### config.mk
export PLATFORM = sky130hd
export DESIGN_NAME = bram_port_arbiter
export DESIGN_NICKNAME = d
export VERILOG_FILES = /design/src/rtl/bram_port_arbiter.sv
export SDC_FILE = /design/constraint.sdc
export NUM_CORES = 1
export LEC_CHECK = 0
export CORE_MARGIN = 10
export CORE_UTILIZATION = 40
export DETAILED_ROUTE_END_ITERATION = 8
export DONT_BUFFER_PORTS = 1
export GPL_TIMING_DRIVEN = 0
export HOLD_SLACK_MARGIN = 0.03
export MAX_ROUTING_LAYER = met4
export SETUP_SLACK_MARGIN = 0.5
export SLEW_MARGIN = 5
export SYNTH_ARGS = -nofsm -noshare
export SYNTH_HDL_FRONTEND = slang
export SYNTH_SLANG_ARGS = --single-unit
### constraint.sdc
create_clock -name clk -period 3.3 [get_ports clk]
set_input_delay 0.33 -clock clk [delete_from_list [all_inputs] [get_ports clk]]
set_output_delay 0.33 -clock clk [all_outputs]
set_load 0.05 [all_outputs]
### src/rtl/bram_port_arbiter.sv
// bram_port_arbiter: round-robin arbiter that hands the BRAM port to one of
// three burst requesters (input-buffer load, weight-buffer load, writeback).
//
// state | meaning
// IDLE  | no grant held; sample req and arbitrate
// BURST | one beat per cycle at memaddr, len beats in total
// DRAIN | last read beat returns, done pulses, grant released at next edge
module bram_port_arbiter #(
  parameter int width = 8,
  parameter int addrw = 10,
  parameter int lenw  = 8
) (
  input  logic             clk,
  input  logic             rst,
  input  logic [2:0]       req,
  input  logic [addrw-1:0] base0,
  input  logic [addrw-1:0] base1,
  input  logic [addrw-1:0] base2,
  input  logic [lenw-1:0]  len0,
  input  logic [lenw-1:0]  len1,
  input  logic [lenw-1:0]  len2,
  input  logic [width-1:0] wdata,
  input  logic [width-1:0] mem_out,
  output logic [2:0]       gnt,
  output logic [2:0]       done,
  output logic             wea,
  output logic [addrw-1:0] memaddr,
  output logic [width-1:0] mem_in,
  output logic             wr_take,
  output logic [width-1:0] rdata,
  output logic [2:0]       rvalid,
  output logic             busy
);

  typedef enum logic [1:0] {
    IDLE  = 2'd0,
    BURST = 2'd1,
    DRAIN = 2'd2
  } state_t;

  state_t           state;
  logic [lenw-1:0]  cnt;
  logic [1:0]       last;
  logic             win_any;
  logic [1:0]       win_idx;
  logic [1:0]       cand;
  logic [addrw-1:0] base_sel;
  logic [lenw-1:0]  len_sel;

  // Round-robin pick: scan last+1, last+2, last and take the first active req.
  always_comb begin
    win_any = 1'b0;
    win_idx = last;
    cand    = 2'd0;
    for (int i = 1; i <= 3; i++) begin
      cand = 2'((int'(last) + i) % 3);
      if (!win_any && req[cand]) begin
        win_any = 1'b1;
        win_idx = cand;
      end
    end
  end

  // Burst parameters of the arbitration winner.
  always_comb begin
    case (win_idx)
      2'd0:    begin base_sel = base0; len_sel = len0; end
      2'd1:    begin base_sel = base1; len_sel = len1; end
      default: begin base_sel = base2; len_sel = len2; end
    endcase
  end

  // Sequencer: grant, beat down-counter, address walk and read-valid tag.
  always_ff @(posedge clk or negedge rst) begin
    if (!rst) begin
      state   <= IDLE;
      gnt     <= 3'b000;
      cnt     <= '0;
      memaddr <= '0;
      last    <= 2'd2;
      rvalid  <= 3'b000;
    end else begin
      // read data appears one cycle after each read beat's address
      rvalid <= (state == BURST) ? {1'b0, gnt[1:0]} : 3'b000;
      case (state)
        IDLE: begin
          if (win_any) begin
            gnt  <= 3'(3'b001 << win_idx);
            last <= win_idx;
            cnt  <= len_sel;
            if (len_sel == '0) begin
              // zero-length burst leaves the address where it was
              state <= DRAIN;
            end else begin
              memaddr <= base_sel;
              state   <= BURST;
            end
          end
        end
        BURST: begin
          cnt <= cnt - lenw'(1);
          if (cnt == lenw'(1)) begin
            state <= DRAIN;
          end else begin
            memaddr <= memaddr + addrw'(1);
          end
        end
        DRAIN: begin
          gnt   <= 3'b000;
          state <= IDLE;
        end
        default: begin
          gnt   <= 3'b000;
          state <= IDLE;
        end
      endcase
    end
  end

  // Output decodes of registered state only; req never reaches an output.
  always_comb begin
    busy    = (state != IDLE);
    wea     = (state == BURST) && gnt[2];
    wr_take = wea;
    mem_in  = wea ? wdata : '0;
    done    = (state == DRAIN) ? gnt : 3'b000;
    rdata   = mem_out;
  end

endmodule

==> flow_metrics.py, run 1 <==
metrics = {
    "logic_synthesis": {
        "syn_nets": 391,
        "postSynthAreaPerCell_sq_um": 7.67,
        "synth_ff_type": "dfrtp_1",
        "yosysWarnings": 0,
        "synth_seq_area_share_pct": 28.4,
        "netlist_instances": 311,
        "async_reset_ff_share_pct": 100,
        "netlist_area_sq_mm": 0.00238,
        "netlist_top_cells_count": "o21ai_0 (38), nand2_1 (32), a21oi_1 (27)",
        "synth_top_cell_by_area": "dfrtp_1",
        "synth_area_leaders": "dfrtp_1 (27%), o21ai_0 (8.0%), mux2i_1 (7.1%)",
        "synth_cell_types": 49,
        "netlist.area_leader.share_pct": 27.3,
        "yosysMostFrequentCell": "o21ai_0",
        "synth_edf_count": 0,
        "synth-seq-cells": 27,
    },
    "floorplanning": {
        "rows": 28,
        "start_util_pct": 40.8,
        "dieArea_sq_mm": 0.00945,
        "die_y_um": 97.2,
        "core-area_sq_mm": 0.00585,
        "fp.dieW_um": 97.2,
        "pin_count": 113,
    },
    "power_and_ir_drop": {
        "powerDensity_mw_per_mm2": 1260,
        "p_leak_nw": 1.25,
        "power_mw": 3.78,
        "peakVddDrop_uv": 816,
    },
    "worst_setup_path": {
        "reg2regPathDepth": 14,
        "end_kind": "register",
        "cp.required_ns": 3.47,
        "path_max_fanout": 10,
        "critPathLaunch": "last[1]$_DFFE_PN1P_",
        "arrival_ns": 3.44,
        "rr_startpoint": "last[1]$_DFFE_PN1P_",
        "timing.rr.end": "memaddr[4]$_DFFE_PN0P_",
        "critPathKind": "reg2reg",
        "reg2reg_slack_ns": 0.03,
        "start_kind": "register",
    },
    "global_routing": {
        "antenna_found_initial": 0,
        "grt_max_degree": 28,
        "gr-total-overflow": 0,
        "track_usage_pct": 16.6,
        "grt_pass1_vias": 2491,
        "grt_pass1_wl_um": 13200,
    },
    "place": {
        "dp_hpwl_um": 5920,
        "gp_congestion": 0.868,
        "portBuffers": 0,
    },
    "timing": {
        "finalCritPeriodShare_pct": 99.0,
        "max_slew_margin_pct": 55.0,
        "fmax_mhz": 306,
        "hold_violations": 0,
        "worst_slew_pin_slew_ns": 0.666,
        "final-setup-viol-count": 0,
        "clock-skew-final_ns": 0.00609,
        "rsz0062_at_grt": "true",
        "post-route-min-period_ns": 3.27,
        "slew_viol_final": 0,
    },
    "finish": {
        "finish.utilization_pct": 51.1,
        "synthToLayoutAreaGrowth_pct": 25.3,
        "num-nets-final": 415,
        "num-fill-cells": 551,
        "layout-drive-gt1-share_pct": 25.4,
        "antenna_cells": 0,
    },
    "drt": {
        "num_vias": 2430,
        "drt_iter0_drc": 86,
        "postRouteAntennaNets": 0,
        "drt_first_pass_iters": 4,
        "wl_per_cell_um": 20.0,
        "routed_wirelength_um": 8190,
        "drc": 0,
        "via_per_inst": 5.94,
    },
    "hold_path": {
        "min_from": "base2[4]",
        "hold_end": "memaddr[4]$_DFFE_PN0P_",
        "hold_class": "in2reg",
        "holdPathStages": 3,
    },
    "clock_network": {
        "clkSinkCount": 27,
        "htree_levels": 1,
        "clockRootBuffer": "clkbuf_8",
        "clkLatencyLatePin_ns": 0.27,
        "cts_made_buffers": 3,
        "ctsLongestPathBuffers": 2,
        "path_clk_slew_ns": 0.10,
        "cts_tree": "done",
    },
    "run_status": {
        "status": "finished, final reports clean",
    },
    "job": {
        "cap_violations": 0,
    },
}
==> cell usage in the layout, fill, tap and decap left out, types with 3 or more instances in the layout <==
master     instances
a211oi_4           3
a21oi_1           22
a21oi_2            3
a221oi_2           4
a2bb2oi_1          4
a2bb2oi_2          3
and2_1             5
and3_1            11
buf_4             26
buf_6              8
clkbuf_1          10
clkbuf_8           4
dfrtp_1           26
ha_1               3
inv_1              9
mux2i_1           16
nand2_1           32
nand2b_1           6
nand3_1           11
nor2_1            19
nor2b_1            4
nor3_1             7
o21ai_0           36
o2bb2ai_1          3
==> kinds of logic after synthesis <==
| group | count (synthesis) | share of synthesized area (%) |
|---|---|---|
| flip-flops | 27 | 28.4 |
| adder cells (fa/ha/maj) | 5 | 2.62 |
| AO/OA/AOI/OAI | 107 | 28.6 |
| AND/OR/NAND/NOR | 109 | 22.9 |
| buffers and inverters | 43 | 9.29 |
| other | 1 | 0.157 |
| multiplexers | 19 | 8.08 |
==> state kept, by name, summed over array words and instances, names as in the netlist <==
register	cells
memaddr	10
cnt	8
gnt	3
last	2
rvalid	2
state	2
==> area by class of cell <==
class	count	area, sq um	share of cell area, %
Multi-Input combinational cell	241	1730	57.7
Sequential cell	27	677	22.7
Buffer	32	228	7.62
Timing Repair Buffer	19	178	5.95
Tap cell	75	93.8	3.14
Clock buffer	4	45.0	1.51
Inverter	11	41.3	1.38
==> stage by stage <==
stage	hold WS, ns	worst slack, ns	instance area, sq um	setup TNS [ns]	instances
floorplan	0.0344	0.278	2450	0	311
global placement	0.0354	-0.0533	2550	-0.295	386
detailed placement	0.0355	-0.0604	2550	-0.371	386
CTS	0.371	0.0356	2920	0	409
global route	0.409	-0.111	2990	-1.02	409
finish	0.386	0.0334	2990	0	409
==> power breakdown <==
part | total (mW) | switching [mW] | internal [mW]
registers | 0.992 | 0.502 | 0.489
clock network | 0.193 | 0.107 | 0.0866
logic | 2.59 | 1.46 | 1.13
total | 3.78 | 2.07 | 1.71
==> timing repair <==
item | 4_1_cts | 5_1_grt
gates resized for setup | 31 | 18
buffers inserted | 15 | 0
endpoints found under the setup margin | 20 | 25
gates cloned | 2 | 0
hold buffers | 2 | 0
endpoints found under the hold margin | 27 | 0
pin swaps | 10 | 4
==> routing by layer <==
layer	GRT usage, %	wire length [um]	vias up
li1	-	-	1170
met1	20.0	3600	1164
met2	27.8	3940	90
met3	3.77	582	6
met4	3.13	68	0
met5	-	0	-
==> worst max-delay path, stage by stage, from the launching register on <==
cell	delay (ns)
dfstp_2	0.59
ha_4	0.22
buf_6	0.12
nor2b_4	0.13
o21a_1	0.20
o32ai_2	0.33
mux2_4	0.25
buf_4	0.20
a21oi_1	0.08
a21oi_2	0.20
nor4_2	0.07
buf_4	0.16
buf_6	0.13
a221o_1	0.31
a22o_1	0.18
==> how the worst max path moves through the flow <==
stage | end | cells after the start
6_report | memaddr[4]$_DFFE_PN0P_ | 14
2_1_floorplan | memaddr[3]$_DFFE_PN0P_ | 13
5_1_grt | memaddr[5]$_DFFE_PN0P_ | 15
4_1_cts | memaddr[4]$_DFFE_PN0P_ | 14
3_3_place_gp | memaddr[4]$_DFFE_PN0P_ | 13
3_5_place_dp | memaddr[5]$_DFFE_PN0P_ | 13
Power figures use the tool's default switching activity.
==> run 2, diff against run 1 <==
CAP_MARGIN = 5   (was not set)
==> results of run 2 <==
No change in the layout: final DEF, timing and power equal those of run 1.
